## config.mk

```make
export PLATFORM = sky130hd
export DESIGN_NAME = seq_shift_add_multiplier_flat
export DESIGN_NICKNAME = d
export VERILOG_FILES = /design/src/rtl/seq_mul_pkg.sv /design/src/rtl/seq_shift_add_multiplier_if.sv /design/src/rtl/nbitshiftleft.sv /design/src/rtl/seq_shift_add_multiplier.sv /design/src/flat_wrapper.sv
export SDC_FILE = /design/constraint.sdc
export NUM_CORES = 1
export LEC_CHECK = 0
export ABC_AREA = 1
export CAP_MARGIN = 20
export CORE_ASPECT_RATIO = 0.9
export CORE_MARGIN = 4
export CORE_UTILIZATION = 42
export CTS_BUF_LIST = sky130_fd_sc_hd__clkbuf_8
export CTS_CLUSTER_DIAMETER = 40
export CTS_CLUSTER_SIZE = 8
export DETAILED_ROUTE_END_ITERATION = 6
export HOLD_SLACK_MARGIN = 0.1
export PLACE_DENSITY = 0.63
export SYNTH_ARGS = -nofsm -noshare
export SYNTH_HDL_FRONTEND = slang
export SYNTH_SLANG_ARGS = --single-unit
```

## constraint.sdc

```tcl
create_clock -name clk -period 1.8 [get_ports clk]
set_clock_uncertainty 0.15 [all_clocks]
set_input_delay 0.18 -clock clk [delete_from_list [all_inputs] [get_ports clk]]
set_output_delay 0.18 -clock clk [all_outputs]
set_load 0.01 [all_outputs]
```

## src/rtl/seq_mul_pkg.sv

```systemverilog
// Shared definitions for the sequential shift-add multiplier: FSM encoding
// and the default operand width.
package seq_mul_pkg;

  typedef enum logic [1:0] {
    IDLE = 2'd0,
    RUN  = 2'd1,
    DONE = 2'd2
  } state_t;

  localparam int MUL_W = 8;

endpackage

```

## src/rtl/seq_shift_add_multiplier_if.sv

```systemverilog
// Operand/result bundle of the multiplier. The requester drives start and
// operands; the multiplier returns product, busy and done.
interface seq_shift_add_multiplier_if
  import seq_mul_pkg::*;
#(
  parameter int N = MUL_W
);

  logic           start;
  logic [N-1:0]   multiplicand;
  logic [N-1:0]   multiplier;
  logic [2*N-1:0] product;
  logic           busy;
  logic           done;

  modport master (
    output start, multiplicand, multiplier,
    input  product, busy, done
  );

  modport slave (
    input  start, multiplicand, multiplier,
    output product, busy, done
  );

endinterface

```

## src/rtl/nbitshiftleft.sv

```systemverilog
// N-bit logical shift left by one position, zero filled.
module nbitshiftleft #(
  parameter int N = 8
) (
  input  logic [N-1:0] a,
  output logic [N-1:0] y
);

  assign y = {a[N-2:0], 1'b0};

endmodule

```

## src/rtl/seq_shift_add_multiplier.sv

```systemverilog
// Unsigned N x N multiplier: one partial product per cycle over N RUN cycles,
// followed by a single DONE cycle that presents the new product.
module seq_shift_add_multiplier
  import seq_mul_pkg::*;
#(
  parameter int N = MUL_W
) (
  input logic                     clk,
  input logic                     rst,
  seq_shift_add_multiplier_if.slave bus
);

  localparam int CW = $clog2(N);

  state_t         state_reg, state_next;
  logic [2*N-1:0] mcand_reg;
  logic [2*N-1:0] mcand_shl;
  logic [2*N-1:0] acc_reg;
  logic [2*N-1:0] acc_next;
  logic [2*N-1:0] product_reg;
  logic [N-1:0]   mplier_reg;
  logic [CW-1:0]  cnt_reg;
  logic           last_step;

  nbitshiftleft #(.N(2 * N)) u_mcand_shl (
    .a (mcand_reg),
    .y (mcand_shl)
  );

  assign last_step = (cnt_reg == CW'(N - 1));
  assign acc_next  = mplier_reg[0] ? (acc_reg + mcand_reg) : acc_reg;

  always_comb begin
    state_next = state_reg;
    case (state_reg)
      IDLE:    if (bus.start) state_next = RUN;
      RUN:     if (last_step) state_next = DONE;
      DONE:    state_next = IDLE;
      default: state_next = IDLE;
    endcase
  end

  always_ff @(posedge clk) begin
    if (rst) begin
      state_reg   <= IDLE;
      mcand_reg   <= '0;
      mplier_reg  <= '0;
      acc_reg     <= '0;
      cnt_reg     <= '0;
      product_reg <= '0;
    end else begin
      state_reg <= state_next;
      case (state_reg)
        IDLE: begin
          if (bus.start) begin
            mcand_reg  <= {{N{1'b0}}, bus.multiplicand};
            mplier_reg <= bus.multiplier;
            acc_reg    <= '0;
            cnt_reg    <= '0;
          end
        end
        RUN: begin
          acc_reg    <= acc_next;
          mcand_reg  <= mcand_shl;
          mplier_reg <= mplier_reg >> 1;
          // Counter stops at N-1 so it never wraps for power-of-two N.
          if (last_step) begin
            product_reg <= acc_next;
          end else begin
            cnt_reg <= cnt_reg + 1'b1;
          end
        end
        default: ;
      endcase
    end
  end

  assign bus.product = product_reg;
  assign bus.busy    = (state_reg != IDLE);
  assign bus.done    = (state_reg == DONE);

endmodule

```

## src/flat_wrapper.sv

```systemverilog
// flat-port wrapper written by rule: the top's interface ports become plain ports
module seq_shift_add_multiplier_flat import seq_mul_pkg::*;
#(
  parameter int N = MUL_W
)
  (clk, rst, bus_start, bus_multiplicand, bus_multiplier, bus_product, bus_busy, bus_done);
  seq_shift_add_multiplier_if #(.N(N)) bus_i ();
  input logic clk;
  input logic rst;
  input wire logic [$bits(bus_i.start)-1:0] bus_start;
  input wire logic [$bits(bus_i.multiplicand)-1:0] bus_multiplicand;
  input wire logic [$bits(bus_i.multiplier)-1:0] bus_multiplier;
  output wire logic [$bits(bus_i.product)-1:0] bus_product;
  output wire logic [$bits(bus_i.busy)-1:0] bus_busy;
  output wire logic [$bits(bus_i.done)-1:0] bus_done;
  assign bus_i.start = bus_start;
  assign bus_i.multiplicand = bus_multiplicand;
  assign bus_i.multiplier = bus_multiplier;
  assign bus_product = bus_i.product;
  assign bus_busy = bus_i.busy;
  assign bus_done = bus_i.done;
  seq_shift_add_multiplier #(.N(N)) u_core (.clk(clk), .rst(rst), .bus(bus_i));
endmodule
```

==> summary.txt <==
Die
  – IO Count: 37
  – Initial Util: 0.429
  – Die Span X: 103 um
  – Die area: 9720 um2
  – Core area: 8030 um2
  – Die Ht: 93.9 um
  – Rows: 31

Timing
  – # setup viols final: 15
  – Fin Hold WS: 0.252 ns
  – Hold Fails Final Rpt: 0
  – Rel. slew slack: 0.703
  – Tcrit/Tclk final: 1.08
  – FMAX: 515 MHz
  – Pins over their slew limit: 0
  – Tmin final: 1.94 ns
  – RSZ-0062 raised after global routing: true
  – Least-Margin Pin Slew: 0.446 ns
  – Final worst slack: -0.140 ns

Logic synthesis
  – Syn_area_per_cell: 6.77 um2
  – Syn nets: 546
  – Synth top area share: 0.355
  – Yosys top cell by area: dfxtp_1
  – Main area contributors after synthesis: dfxtp_1 35%, nand2_1 20%, ha_1 6.2%, inv_1 6.0%, a21oi_1 4.9%
  – YS warnings: 0
  – Yosys reg bits: 61
  – Asr flop ratio synth: 0
  – Cell variety after synth: 30
  – Post-synth EDFFs: 0
  – Mapped Cells: 509
  – Cell area after synthesis: 3440 um2
  – Main synth FF type: dfxtp_1
  – Sequential area share after synthesis: 0.355

Placement
  – Routability cong.: 0.853
  – Post-DP Area: 4210 um2
  – Quantity of I/O buffers inserted on ports: 36
  – Post-DP HPWL: 6330 um

Power and ir drop
  – Static Leak: 2.16 nW
  – Max VDD drop: 448 uV
  – Seq pwr share: 0.441
  – Int Pwr: 2.43 mW
  – PD cells: 676 nW/um2
  – Switching Fraction: 0.258
  – Net Sw Power: 847 uW
  – Comb pwr share: 0.151
  – Final Power: 3.28 mW
  – Clock Power Share: 0.409

Detailed routing
  – Wire per inst: 13.8 um
  – Drt first pass iters: 5
  – Initial DRC Count: 258
  – Drt via density: 5.03
  – Post-DRT Antenna Nets: 0
  – Final WL: 9460 um
  – Via count: 3,445
  – DRC viols: 0

Finish
  – Fin util: 0.603
  – Area of the multi-input gates: 2280 um2
  – Commonest non-fill, non-tap cell in the layout: nand2_1
  – FILL cells: 713
  – P&R area growth vs syn: 40.6%
  – ANT cells: 0
  – Layout cell share with drive strength beyond 1: 0.312
  – # nets final: 619
  – Flip-flop and latch area: 1260 um2
  – Commonest cells after routing, fill and taps aside: 157 x nand2_1, 54 x inv_1, 46 x buf_4, 35 x clkdlybuf4s50_1, 35 x dfxtp_1
  – Final Cell Area: 4840 um2

Worst setup path
  – Critical-path top delay cell: fa_2
  – Reg-to-reg endpoint: u_core.acc_reg[4]$_SDFFE_PP0P_
  – Worst Path Arrival: 2.07 ns
  – Crit path max fanout: 3
  – Critical path depth: 9
  – CP Capture Type: register
  – Worst setup path start: u_core.acc_reg[0]$_SDFFE_PP0P_
  – WP data required: 1.93 ns
  – Crit-path max cell delay: 0.38 ns
  – CP top delay family: adder cells
  – Worst R2R Setup Slack: -0.14 ns
  – FF-to-FF path depth: 9
  – Worst path cell trace: ha_4 -> fa_2 -> nand3_2 -> nand3_4 -> buf_4 -> xnor2_2 -> o21ai_2 -> nand2_1 -> a21oi_2
  – Crit path to: u_core.acc_reg[4]$_SDFFE_PP0P_
  – Setup CP Type: reg2reg
  – Startpoint Class: register
  – Reg-to-reg startpoint: u_core.acc_reg[0]$_SDFFE_PP0P_
  – CP Buf/Inv Count: 1

Clock tree
  – CTS Buf Count: 9
  – CTS Hold Buffers Added: 0
  – Worst skew pair latency: 0.34 ns
  – Clk sink count: 61
  – Max clock buf depth: 2
  – Reg clk slew, reported paths: 0.07 ns
  – CTS tree: done
  – H-Tree Depth: 3
  – Root buf cell: clkbuf_8

Global routing
  – Grt ovf: 0
  – Initial antenna violation count: 0
  – GRT Total Usage: 0.199
  – Largest net degree at the start of global routing: 39
  – First-pass GRT wire length: 15,400 um
  – Vias in the first global route: 3,193

Status
  – Failing checks: setup timing
  – Status: finished, violations left

Hold path
  – Hold WC Path Type: in2reg

Job
  – MaxCap Viol Count: 0
-- metal layers --
metal	vias up	track usage	wire length (um)
met3	10	0.0453	410
met1	1595	0.303	4750
met5	-	0	0
met2	70	0.280	4180
li1	1770	-	-
met4	0	0.0485	116
-- worst min-delay path, cell delays in order --
cell             delay, ns
clkdlybuf4s50_1       0.40
nand2_1               0.06
a31oi_1               0.07
-- cell usage after synthesis (2+ instances only) --
cell	instances
and2_1	2
o21bai_1	5
nand3_1	25
inv_2	3
o21ai_2	4
o21ai_1	4
nand3_2	6
a21oi_1	34
nor2_2	2
or2_2	8
clkbuf_1	9
a21o_1	3
a21oi_2	3
a31oi_1	15
nand2_1	181
ha_1	17
xnor2_1	6
dfxtp_1	61
inv_1	55
nor2_1	16
o21a_1	6
o21ai_0	23
buf_2	11
nand2_2	4
-- cell type report --
cell class                      count  area share
Multi-Input combinational cell    368       0.470
Inverter                           58      0.0449
Tap cell                           99      0.0256
Timing Repair Buffer               84       0.154
Sequential cell                    61       0.260
Clock buffer                       10      0.0284
Clock inverter                      5      0.0158
-- worst min path at each step --
stage | from | to | slack (ns) | depth (start not counted)
3_3_place_gp | u_core.mplier_reg[7]$_SDFFE_PP0P_ | u_core.mplier_reg[7]$_SDFFE_PP0P_ | 0.30 | 2
6_report | bus_multiplicand[5] | u_core.mcand_reg[5]$_SDFFE_PP0P_ | 0.25 | 3
5_1_grt | bus_multiplicand[5] | u_core.mcand_reg[5]$_SDFFE_PP0P_ | 0.26 | 3
4_1_cts | bus_multiplicand[5] | u_core.mcand_reg[5]$_SDFFE_PP0P_ | 0.25 | 3
3_5_place_dp | u_core.cnt_reg[1]$_SDFFE_PP0P_ | u_core.cnt_reg[1]$_SDFFE_PP0P_ | 0.31 | 2
2_1_floorplan | rst | u_core.state_reg[1]$_SDFFE_PP0P_ | 0.11 | 1
-- per-stage QoR --
stage | setup slack [ns] | cells | TNS [ns]
floorplan | 0.0118 | 509 | 0
global placement | -0.0807 | 668 | -0.625
detailed placement | -0.105 | 668 | -1.15
CTS | -0.114 | 684 | -0.622
global route | -0.264 | 685 | -3.37
finish | -0.140 | 685 | -1.19
-- logic make-up after synthesis --
logic type	share of synthesized area
AND/OR/NAND/NOR	0.304
buffers and inverters	0.0923
XOR/XNOR	0.0178
adder cells (fa/ha/maj)	0.0676
AO/OA/AOI/OAI	0.164
flip-flops	0.355
-- power by group through the flow --
stage / clock [mW] / sequential (mW) / combinational, mW
CTS: 1.36 / 1.44 / 0.459
global route: 1.44 / 1.45 / 0.542
global placement: 0 / 1.46 / 0.425
detailed placement: 0 / 1.46 / 0.431
finish: 1.34 / 1.44 / 0.494
floorplan: 0 / 1.45 / 0.260
-- timing repair --
| item | CTS | global route |
|---|---|---|
| buffers inserted | 2 | 1 |
| endpoints found under the hold margin | 0 | 0 |
| gates cloned | 0 | 0 |
| pin swaps | 14 | 25 |
| resized for setup | 43 | 57 |
| setup endpoints to repair | 22 | 29 |
Power figures use the tool's default switching activity.
==> RTL change 1, RTL diff (same flow settings) <==
Set the package constant `MUL_W` to 16 (it was 8).
--- a/src/rtl/seq_mul_pkg.sv
+++ b/src/rtl/seq_mul_pkg.sv
@@ -8,7 +8,7 @@
     DONE = 2'd2
   } state_t;
 
-  localparam int MUL_W = 8;
+  localparam int MUL_W = 16;
 
 endpackage
 
Interface: changed (resized bus_multiplicand, bus_multiplier and bus_product); port bits go from 37 to 69. The function was not compared with the original's and may differ.
==> RTL change 1 against the unedited design <==
The flow still finishes with violations (setup timing); power is 110% higher; worst setup slack worse by 0.24 ns; maximum frequency is 11% lower; design area is 140% higher; sequential share of layout area is 5.0 points lower; sequential cell count is 57 higher; area after synthesis is 120% higher; wire length grew to 2.6 times the old value; clock power is 93% higher; critical path type unchanged.
==> RTL change 1: results (changes against the unedited design) <==
- Later-pin clock latency in the skew report: 0.45 ns (+0.11 ns)
- Post-route insts no fill: 1674 (+140%)
- Pre-CTS setup slack: -0.428 ns (-0.323 ns)
- CP arrival: 2.39 ns (+0.32 ns)
- Post-Synthesis Net Count: 1293 (+140%)
- Drt initial violations: 550 (+110%)
- DP HPWL: 16600 um (+160%)
- Sum Neg Setup Slack: -13.11 ns (-11.93 ns)
- Seq/Total Area, Yosys: 31.8% (-3.6 points)
- Setup Viol. Count Final: 60 (+45)
- Fraction of area in registers: 21.1% (-5.0 points)
- Clk cell area share: 3.51% (-0.91 points)
- Met3 usage: 6.99% (+2.5 points)
- Multi-input gates: 902 (+150%)
- Vias per cell: 5.02 (-0.25%)
- Cells after DPL: 1626 (+140%)
- Final net count: 1495 (+140%)
- Final Wtd Congestion: 0.937 (+9.9%)
- Max IR drop VDD: 575 uV (+28%)
- Critical Path Fanout Max: 4 (+1)
- CTS buffer count: 17 (+8)
- Cell Area, Placed: 0.00947 mm^2 (+120%)
- First-pass GRT wire length: 39100 um (+150%)
- Area of the core: 0.0171 mm^2 (+110%)
- Final worst slack: -0.384 ns (-0.243 ns)
- Top delay family on crit path: simple AND/OR/NAND/NOR gates
- Failing checks: setup timing
- Vias in the first global route: 7854 (+150%)
- DRT met1 WL: 12200 um (+160%)
- Routed len/inst: 14.9 um (+8.3%)
- R2R depth: 14 (+5)
- Post-synth top area share: 31.8% (-3.6 points)
- CP max stage delay: 0.41 ns (+0.03 ns)
- Seq cells: 118 (+93%)
- Share of cells above drive strength 1: 40.5% (+9.3 points)
- Tot GR Track Use: 24.2% (+4.2 points)
- Inverters, non-clock: 157 (+170%)
- Most common library cells after synthesis: 440 x nand2_1, 152 x inv_1, 134 x a21oi_1
- Status: finished with violations
[RTL change 1: changes by cell type after synthesis, moves of 13 or more]
cell	before	now
nand2_1	181	440
nor2_1	16	133
a21oi_1	34	134
inv_1	55	152
dfxtp_1	61	118
nand3_1	25	68
a31oi_1	15	0
ha_1	17	32
clkbuf_1	9	22
[RTL change 1: timing repair]
item / 4_1_cts / 5_1_grt
setup endpoints to repair: 61 / 65
hold buffers: 1 / 0
pin swaps: 54 / 94
gates resized for setup: 214 / 222
hold endpoints to repair: 54 / 0
buffers inserted: 6 / 13
[RTL change 1: power by group through the flow]
stage                     clock (mW)  sequential (mW)  combinational (mW)
after global routing            2.75             2.79                1.49
after global placement             0             2.82                1.10
after CTS                       2.64             2.78                1.23
after floorplan                    0             2.81               0.649
final                           2.59             2.78                1.38
after detailed placement           0             2.82                1.11
[RTL change 1: path summary, 6_finish.rpt]
| path | from | endpoint | slack [ns] |
|---|---|---|---|
| setup / recovery | u_core.mcand_reg[1] | u_core.bus.product[24] | -0.38 |
| hold / removal | bus_multiplier[15] | u_core.mplier_reg[15] | 0.16 |
| setup reg to reg | u_core.mcand_reg[1] | u_core.bus.product[24] | -0.38 |
| hold reg to reg | u_core.mplier_reg[1] | u_core.mplier_reg[1] | 0.32 |
[RTL change 1: cells by family (layout without fill, tap and decap cells)]
| group | after synthesis | in the layout | synth area share (%) |
|---|---|---|---|
| AO/OA/AOI/OAI | 165 | 165 | 11.5 |
| buffers and inverters | 205 | 419 | 11.1 |
| XOR/XNOR | 10 | 10 | 1.18 |
| AND/OR/NAND/NOR | 694 | 694 | 38.7 |
| flip-flops | 118 | 118 | 31.8 |
| adder cells (fa/ha/maj) | 33 | 33 | 5.67 |
==> RTL change 2, RTL diff (same settings) <==
Without the edit above. Re-encode `state_t` (3 states) as one-hot, 3 bits wide.
--- a/src/rtl/seq_mul_pkg.sv
+++ b/src/rtl/seq_mul_pkg.sv
@@ -2,10 +2,10 @@
 // and the default operand width.
 package seq_mul_pkg;
 
-  typedef enum logic [1:0] {
-    IDLE = 2'd0,
-    RUN  = 2'd1,
-    DONE = 2'd2
+  typedef enum logic [2:0] {
+    IDLE = 3'b001,
+    RUN  = 3'b010,
+    DONE = 3'b100
   } state_t;
 
   localparam int MUL_W = 8;
Check against the original RTL: no difference found for any inputs over 4 cycles, from zero or initial values and one cycle with rst high; so few cycles prove little.
==> RTL change 2 against the unedited design <==
Utilization is 0.80 points higher; wire length up 0.57%; worst setup slack got worse by 0.054 ns; power fell by 5.6%; area after synthesis grew 3.3%; sequential cell count is 1 higher; combinational power is 2% lower; the run still ends with setup timing left; first-iteration DRC count decreased by 39%; clock power down 14%; sequential share of layout area fell by 0.25 points; design area grew 2.8%.
==> RTL change 2: results (changes against the unedited design) <==
- Later-pin clock latency in the skew report: 0.34 ns (about the same)
- Drt initial violations: 158 (-39%)
- Post_cts resized: 23 (-47%)
- Status: finished with violations
- Drt pass-1 iters: 4 (-1)
- Total power: 3.09 mW (-5.6%)
- Share of cells above drive strength 1: 32.8% (+1.6 points)
- Hold buffers post-CTS: 0 (unchanged)
- Sum Neg Setup Slack: -1.59 ns (-0.399 ns)
- Cells after DPL: 684 (+2.4%)
- Failing checks: setup timing
- Post-route insts no fill: 703 (+2.6%)
- Clock share of power: 37.2% (-3.7 points)
- Cell Area, Placed: 0.00427 mm^2 (+1.5%)
- CP arrival: 2.11 ns (+0.04 ns)
- Seq/Total Area, Yosys: 34.9% (-0.56 points)
- Largest net degree at the start of global routing: 41 (+5.1%)
- Ant. Diodes: 0 (unchanged)
- Post-Synthesis Net Count: 564 (+3.3%)
- CP max stage cell: fa_2
- Clock transition at the registers of the reported paths: 0.07 ns (about the same)
- Tot GR Track Use: 18.1% (-1.8 points)
- Psw: 854 uW (+0.86%)
- DP HPWL: 6100 um (-3.5%)
- Avg Cell Area, Syn: 6.75 um^2 (-0.26%)
- Vias in the first global route: 3079 (-3.6%)
- Pre-CTS setup slack: -0.109 ns (-0.00392 ns)
- Max IR drop VDD: 307 uV (-32%)
- Final Wtd Congestion: 0.893 (+4.7%)
- CP max stage delay: 0.39 ns
- LEAKAGE: 2.21 nW (+2.7%)
- Worst min path class: in -> reg
- Final worst slack: -0.194 ns (-0.0536 ns)
- First-pass GRT wire length: 14500 um (-5.3%)
- Post-CTS Repair Setup Buffers: 1 (-1)
- DRT Wirelength: 9510 um (+0.57%)
- Fillers: 736 (+3.2%)
- Max-slew headroom: 67.8% (-2.5 points)
- Setup Viol. Count Final: 14 (-1)
- Cell variety after synth: 37 (+23%)
- Top delay family on crit path: adder cells
- Ranking of synthesized cells by area: dfxtp_1 35%, nand2_1 19%, ha_1 6.0%
- Antenna violations before repair: 0 (unchanged)
- Via Count: 3491 (+1.3%)
- Most common library cells after synthesis: 177 x nand2_1, 62 x dfxtp_1, 56 x inv_1
- Post-synthesis async set-or-reset flop share: 0% (unchanged)
- Final net count: 637 (+2.9%)
## RTL change 2: cell types whose count changed in the layout (fill, tap and decap cells not counted), moves of 5 or more
| cell | delta |
|---|---|
| nand3_2 | +5 |
| nor2_1 | +24 |
| o21ai_1 | +12 |
| nand3_1 | -6 |
| o21ai_0 | -12 |
| o21bai_1 | -5 |
| nand2_1 | -7 |
| o21a_1 | -6 |
## RTL change 2: worst min-delay path, stage by stage
cell,delay [ns]
clkdlybuf4s50_1,0.39
nand2_1,0.06
a31oi_1,0.07
## RTL change 2: routing by layer
metal	global-route usage (%)	up-vias	share of wire, %
li1	-	1806	-
met1	26.3	1607	50
met2	26.4	67	44
met3	4.40	11	4.3
met4	5.25	0	1.3
met5	0	-	0
## RTL change 2: worst paths after layout
| check | start | to | slack (ns) | depth (start not counted) |
|---|---|---|---|---|
| setup / recovery | u_core.acc_reg[0] | u_core.acc_reg[6] | -0.19 | 10 |
| hold / removal | bus_multiplicand[4] | u_core.mcand_reg[4] | 0.25 | 3 |
| setup reg to reg | u_core.acc_reg[0] | u_core.acc_reg[6] | -0.19 | 10 |
| hold reg to reg | u_core.bus.product[1] | u_core.bus.product[1] | 0.32 | 2 |
## RTL change 2: final cells by class
class                      instances  area (um^2)  area share, %
tap                               99          124           2.49
sequential                        62         1280           25.8
multi-input combinational        382         2380           47.8
clock buffer                      12          165           3.32
inverter                          61          241           4.85
clock inverter                     3         18.8          0.377
timing repair buffer              84          767           15.4
## RTL change 2: cells by family after synthesis
family / count (synthesis) / share of synthesized area (%)
flip-flops: 62 / 34.9
XOR/XNOR: 7 / 1.72
buffers and inverters: 83 / 10.8
AO/OA/AOI/OAI: 85 / 13.1
adder cells (fa/ha/maj): 18 / 6.54
AND/OR/NAND/NOR: 272 / 32.9
